$ cat src/rtl/branch_predict_ctrl.sv
// Branch prediction controller: 2-bit saturating-counter BHT indexed by PC,
// EX-stage tracking of the predicted branch, mispredict redirect/flush and a
// saturating mispredict counter.
module branch_predict_ctrl #(
  parameter int         BHT_ENTRIES = 16,
  parameter logic [1:0] CNT_INIT    = 2'b01
) (
  input  logic        clk,
  input  logic        rst_n,
  input  logic [31:0] pc_id,
  input  logic        is_branch_id,
  input  logic        stall,
  input  logic        resolved_ex,
  input  logic        taken_ex,
  output logic        predict_taken,
  output logic        branch_mux,
  output logic        flush_if_id,
  output logic        flush_id_ex,
  output logic [15:0] mispredict_cnt
);

  localparam int IB = $clog2(BHT_ENTRIES);

  logic [1:0]    r_bht [BHT_ENTRIES];
  logic          r_ex_valid;
  logic          r_ex_pred;
  logic [IB-1:0] r_ex_idx;
  logic [15:0]   r_mispredict_cnt;

  logic [IB-1:0] w_idx;
  logic [1:0]    w_bht_rd;
  logic          w_resolve;
  logic          w_mispredict;
  logic [1:0]    w_bht_upd;
  logic          w_unused_pc;

  assign w_idx        = pc_id[IB+1:2];
  assign w_unused_pc  = ^{pc_id[31:IB+2], pc_id[1:0]};
  assign w_bht_rd     = r_bht[w_idx];
  assign w_resolve    = resolved_ex & r_ex_valid;
  assign w_mispredict = w_resolve & (r_ex_pred != taken_ex);

  // Lookup reads the pre-update counter; a redirect in EX kills the ID prediction.
  assign predict_taken  = is_branch_id & w_bht_rd[1] & ~w_mispredict;
  assign branch_mux     = w_mispredict;
  assign flush_if_id    = w_mispredict;
  assign flush_id_ex    = w_mispredict;
  assign mispredict_cnt = r_mispredict_cnt;

  // Saturating next value for the counter of the resolving branch.
  always_comb begin
    w_bht_upd = r_bht[r_ex_idx];
    if (taken_ex) begin
      if (r_bht[r_ex_idx] != 2'b11) w_bht_upd = r_bht[r_ex_idx] + 2'd1;
    end else begin
      if (r_bht[r_ex_idx] != 2'b00) w_bht_upd = r_bht[r_ex_idx] - 2'd1;
    end
  end

  // BHT storage: reset to CNT_INIT, one update per resolved tracked branch.
  always_ff @(posedge clk) begin
    if (!rst_n) begin
      for (int i = 0; i < BHT_ENTRIES; i++) r_bht[i] <= CNT_INIT;
    end else if (w_resolve) begin
      r_bht[r_ex_idx] <= w_bht_upd;
    end
  end

  // EX tracking register: flush beats stall; a branch resolved while stalled is
  // retired so a held resolve cannot update the table a second time.
  always_ff @(posedge clk) begin
    if (!rst_n) begin
      r_ex_valid <= 1'b0;
      r_ex_pred  <= 1'b0;
      r_ex_idx   <= '0;
    end else if (w_mispredict) begin
      r_ex_valid <= 1'b0;
    end else if (!stall) begin
      r_ex_valid <= is_branch_id;
      r_ex_pred  <= predict_taken;
      r_ex_idx   <= w_idx;
    end else if (w_resolve) begin
      r_ex_valid <= 1'b0;
    end
  end

  // Saturating mispredict counter.
  always_ff @(posedge clk) begin
    if (!rst_n) begin
      r_mispredict_cnt <= 16'h0000;
    end else if (w_mispredict && (r_mispredict_cnt != 16'hFFFF)) begin
      r_mispredict_cnt <= r_mispredict_cnt + 16'd1;
    end
  end

endmodule

$ cat config.mk
export PLATFORM = sky130hd
export DESIGN_NAME = branch_predict_ctrl
export DESIGN_NICKNAME = d
export VERILOG_FILES = /design/src/rtl/branch_predict_ctrl.sv
export SDC_FILE = /design/constraint.sdc
export NUM_CORES = 1
export LEC_CHECK = 0
export CELL_PAD_IN_SITES_DETAIL_PLACEMENT = 0
export CELL_PAD_IN_SITES_GLOBAL_PLACEMENT = 2
export CORE_MARGIN = 2
export CORE_UTILIZATION = 30
export DETAILED_ROUTE_END_ITERATION = 16
export PLACE_DENSITY_LB_ADDON = 0.15
export SYNTH_ARGS = -nofsm -noshare
export SYNTH_HDL_FRONTEND = slang
export SYNTH_SLANG_ARGS = --single-unit
$ cat constraint.sdc
create_clock -name clk -period 9.05 [get_ports clk]
set_input_delay 2.715 -clock clk [delete_from_list [all_inputs] [get_ports clk]]
set_output_delay 2.715 -clock clk [all_outputs]
set_load 0.05 [all_outputs]
==> run_results.csv, run 1 <==
group,metric,value,unit
floorplan,die_w,103,um
final_layout,layout.cells.most_common_list,"nand2_1 (44), edfxtp_1 (32), clkdlybuf4s50_1 (29)",
logic_synthesis,synth_seq_cells,58,
grt,grt_pass1_vias,1985,
logic_synthesis,synth_area_leader_cell,"edfxtp_1",
drt,drt_drc_violations_left,0,
cts,clk_latency,0.34,ns
grt,globalRouteOverflowTotal,0,
drt,wirelength,7.13,mm
final_layout,synthesis_to_layout_area_growth,18.6,%
logic_synthesis,netlist_area,2920,sq um
cts,clock_tree.htree_level_count,3,
grt,grt_usage,14.7,%
timing,finalCriticalPeriod,7.89,ns
floorplan,die_h,103,um
logic_synthesis,synthCells,276,
setup_path,capturing_instance_or_port_of_the_critical_path,"predict_taken",
pwr,power.ir.vdd_worst,0.0575,mV
pwr,p_switching,0.140,mW
pwr,pwr-share-seq,51.2,%
pwr,switching_power_share_of_the_total,24.7,%
timing,timing.final.setup_violations,0,
timing,timing.final.ws_setup,1.16,ns
drt,drtAntennaViolNets,0,
drt,drt-wirelength-per-cell,16.4,um
run_status,outcome,"finished, final reports clean",
final_layout,insertedDiodeCount,0,
floorplan,fp.dieArea,10500,sq um
timing,hold_viol_final,0,
floorplan,io-pin-count,58,
placement,worst_slack_placed,1.12,ns
logic_synthesis,post_synth_xor_area_fraction,4.20,%
final_layout,layout_commonest_cell,"nand2_1",
timing,maximum_clock_skew_at_final_layout,0.00887,ns
final_layout,finalNetCount,340,
setup_path,setup_cp_type,"in -> out",
setup_path,reg2reg_depth,5,
placement,port_buffers,29,
timing,unrepaired_setup_endpoints_after_global_routing,"false",
drt,via_count,2162,
setup_path,worst-endpoint-required,6.34,ns
pwr,clockPowerShare,40.2,%
timing,fin_tns_setup,0,ns
setup_path,startpoint,"pc_id[2]",
grt,antenna_found_initial,0,
min_path,worst_hold_path_type,"reg -> reg",
setup_path,timing.critical_path.from_type,"primary input",
min_path,worst_hold_path.num_cells,2,
setup_path,ff2ff_setup_slack,6.64,ns
cts,cts_made_buffers,9,
grt,largest_net_degree_at_the_start_of_global_routing,22,
drt,drt_iter0_markers,176,
setup_path,critical_path.max_fanout,5,
logic_synthesis,synth-adder-area-share,1.37,%
pwr,power.combinational.fraction,8.6,%
timing,final-max-slew-violation-count,0,
logic_synthesis,mappedNetlistNets,315,
cts,number_of_sinks_handled_by_clock_tree_synthesis,58,
cts,cts_setup_buffers,0,
pwr,power.internal,0.426,mW
pwr,p_per_area,164,nW/um^2
placement,dp_hpwl,5.12,mm
logic_synthesis,synth.top_cell.area_share,32.9,%
logic_synthesis,synth-simple-area-share,24.4,%
drt,routed_via_density,4.97,
cts,cts_hold_buffers,0,
timing,fmaxAchievable,127,MHz
cts,tritoncts,"built",
logic_synthesis,netlist_top_cells_area,"edfxtp_1 (33%), dfxtp_1 (18%), mux4_2 (9.3%)",
final_layout,share_of_layout_cells_above_drive_strength_1,12.1,%
logic_synthesis,main_combinational_cell_family_by_area_after_synthesis,"simple AND/OR/NAND/NOR gates",
setup_path,critical_path_arrival,5.18,ns
floorplan,start_util,31.3,%
logic_synthesis,synth_warnings,0,
logic_synthesis,complex_gate_fraction_of_the_synthesized_area,4.80,%
flow_run,maxCapViolations,0,
logic_synthesis,yosysUniqueCellTypes,38,
logic_synthesis,syn-mean-instance-area,10.6,sq um
cts,clock_path_buffers,2,
grt,grt_first_pass_wirelength,11.3,mm
timing,tightest_slew,0.907,ns
placement,gp_routability_congestion,0.729,
drt,drt_pass1_iterations,4,
timing,post-route-period-util,87.2,%
cts,post_cts_sizing,0,
setup_path,regToRegEndpoint,"r_bht[1][0]",
floorplan,placeableCoreArea,9330,sq um
timing,normalized_max_slew_margin,39.3,%
logic_synthesis,synth_sequential_area_ratio,50.8,%
floorplan,core.rowCount,35,
cts,clkTransAtPathRegs,0.07,ns
final_layout,post_route_utilization,37.1,%
pwr,power_leakage,1.11,nW
setup_path,cp-end-kind,"output port",
cts,cts_root_buf,"clkbuf_8",
logic_synthesis,yosys-mux-area-fraction,11.0,%
logic make-up after synthesis:
family          after synthesis
xor+xnor                     14
flops                        58
mux                          17
buf+inv                      18
simple gates                145
fa+ha+maj                     3
compound gates               21
layer usage:
layer,up-vias,part of all wire (%),routed length (um),track usage [%]
met4,0,1.5,109,5.23
met5,-,0,0,0
met1,1058,52,3700,22.5
met3,9,4.4,311,3.73
met2,46,42,3010,19.8
li1,1049,-,-,-
critical path: stages:
cell and delay [ns]:
clkdlybuf4s50_1 0.70, mux4_2 0.55, mux2_2 0.29, nand4_1 0.09, o31ai_1 0.10, clkdlybuf4s50_1 0.72
worst min path at each step:
| stage | start | end | slack, ns |
|---|---|---|---|
| after floorplan | r_ex_pred | r_ex_pred | 0.44 |
| after global placement | r_ex_pred | r_ex_pred | 0.45 |
| after detailed placement | r_ex_pred | r_ex_pred | 0.46 |
| after CTS | r_ex_pred | r_ex_pred | 0.47 |
| after global routing | r_ex_pred | r_ex_pred | 0.49 |
| final | r_ex_pred | r_ex_pred | 0.47 |
registers in the layout, summed over array words and instances (netlist names), named ones only:
register and cells:
r_ex_idx 4, r_ex_valid 1, mispredict_cnt 16, r_ex_pred 1, r_bht 32
cells in the mapped netlist, drive strengths merged:
cell / instances
a21oi: 4
a22oi: 1
and2: 3
and3: 4
and4: 6
buf: 6
clkbuf: 9
dfxtp: 26
edfxtp: 32
ha: 1
inv: 3
maj3: 2
mux2: 1
mux2i: 4
mux4: 12
nand2: 44
nand2b: 8
nand3: 20
nand3b: 1
nand4: 7
nor2: 38
nor2b: 4
nor3: 6
nor4: 3
o2111ai: 4
o211ai: 2
o21a: 1
o21ai: 6
o2bb2ai: 1
o31a: 1
o31ai: 1
or3b: 1
xnor2: 3
xor2: 11
through the flow:
stage | hold WS (ns) | std cells | cell area [sq um] | total power, mW
3_3_place_gp | 0.454 | 419 | 3280 | 0.345
3_5_place_dp | 0.463 | 419 | 3280 | 0.345
6_report | 0.469 | 435 | 3460 | 0.566
4_1_cts | 0.473 | 435 | 3460 | 0.572
5_1_grt | 0.487 | 435 | 3460 | 0.593
2_1_floorplan | 0.441 | 276 | 2920 | 0.329
cell type report:
| class | count | area [sq um] |
|---|---|---|
| Clock buffer | 12 | 135 |
| Clock inverter | 4 | 42.5 |
| Fill cell | 971 | 5870 |
| Inverter | 3 | 11.3 |
| Multi-Input combinational cell | 200 | 1340 |
| Sequential cell | 58 | 1480 |
| Tap cell | 129 | 161 |
| Timing Repair Buffer | 29 | 290 |
power groups by stage:
stage,logic (mW),clock network (mW),registers (mW)
finish,0.0487,0.228,0.290
global route,0.0531,0.249,0.291
CTS,0.0497,0.233,0.290
detailed placement,0.0495,0,0.296
global placement,0.0495,0,0.296
floorplan,0.0378,0,0.291
Power figures use the tool's default switching activity.
==> run 2, diff against run 1 <==
--- a/config.mk
+++ b/config.mk
@@ -10,6 +10,7 @@
 export CORE_MARGIN = 2
 export CORE_UTILIZATION = 30
 export DETAILED_ROUTE_END_ITERATION = 16
+export HOLD_SLACK_MARGIN = 0.06
 export PLACE_DENSITY_LB_ADDON = 0.15
 export SYNTH_ARGS = -nofsm -noshare
 export SYNTH_HDL_FRONTEND = slang
==> results of run 2 <==
No change in the layout: final DEF, timing and power equal those of run 1.
==> run 3, diff against run 2 <==
--- a/config.mk
+++ b/config.mk
@@ -15,3 +15,4 @@
 export SYNTH_ARGS = -nofsm -noshare
 export SYNTH_HDL_FRONTEND = slang
 export SYNTH_SLANG_ARGS = --single-unit
+export TNS_END_PERCENT = 10
==> results of run 3 <==
No change in the layout: final DEF, timing and power equal those of run 1.
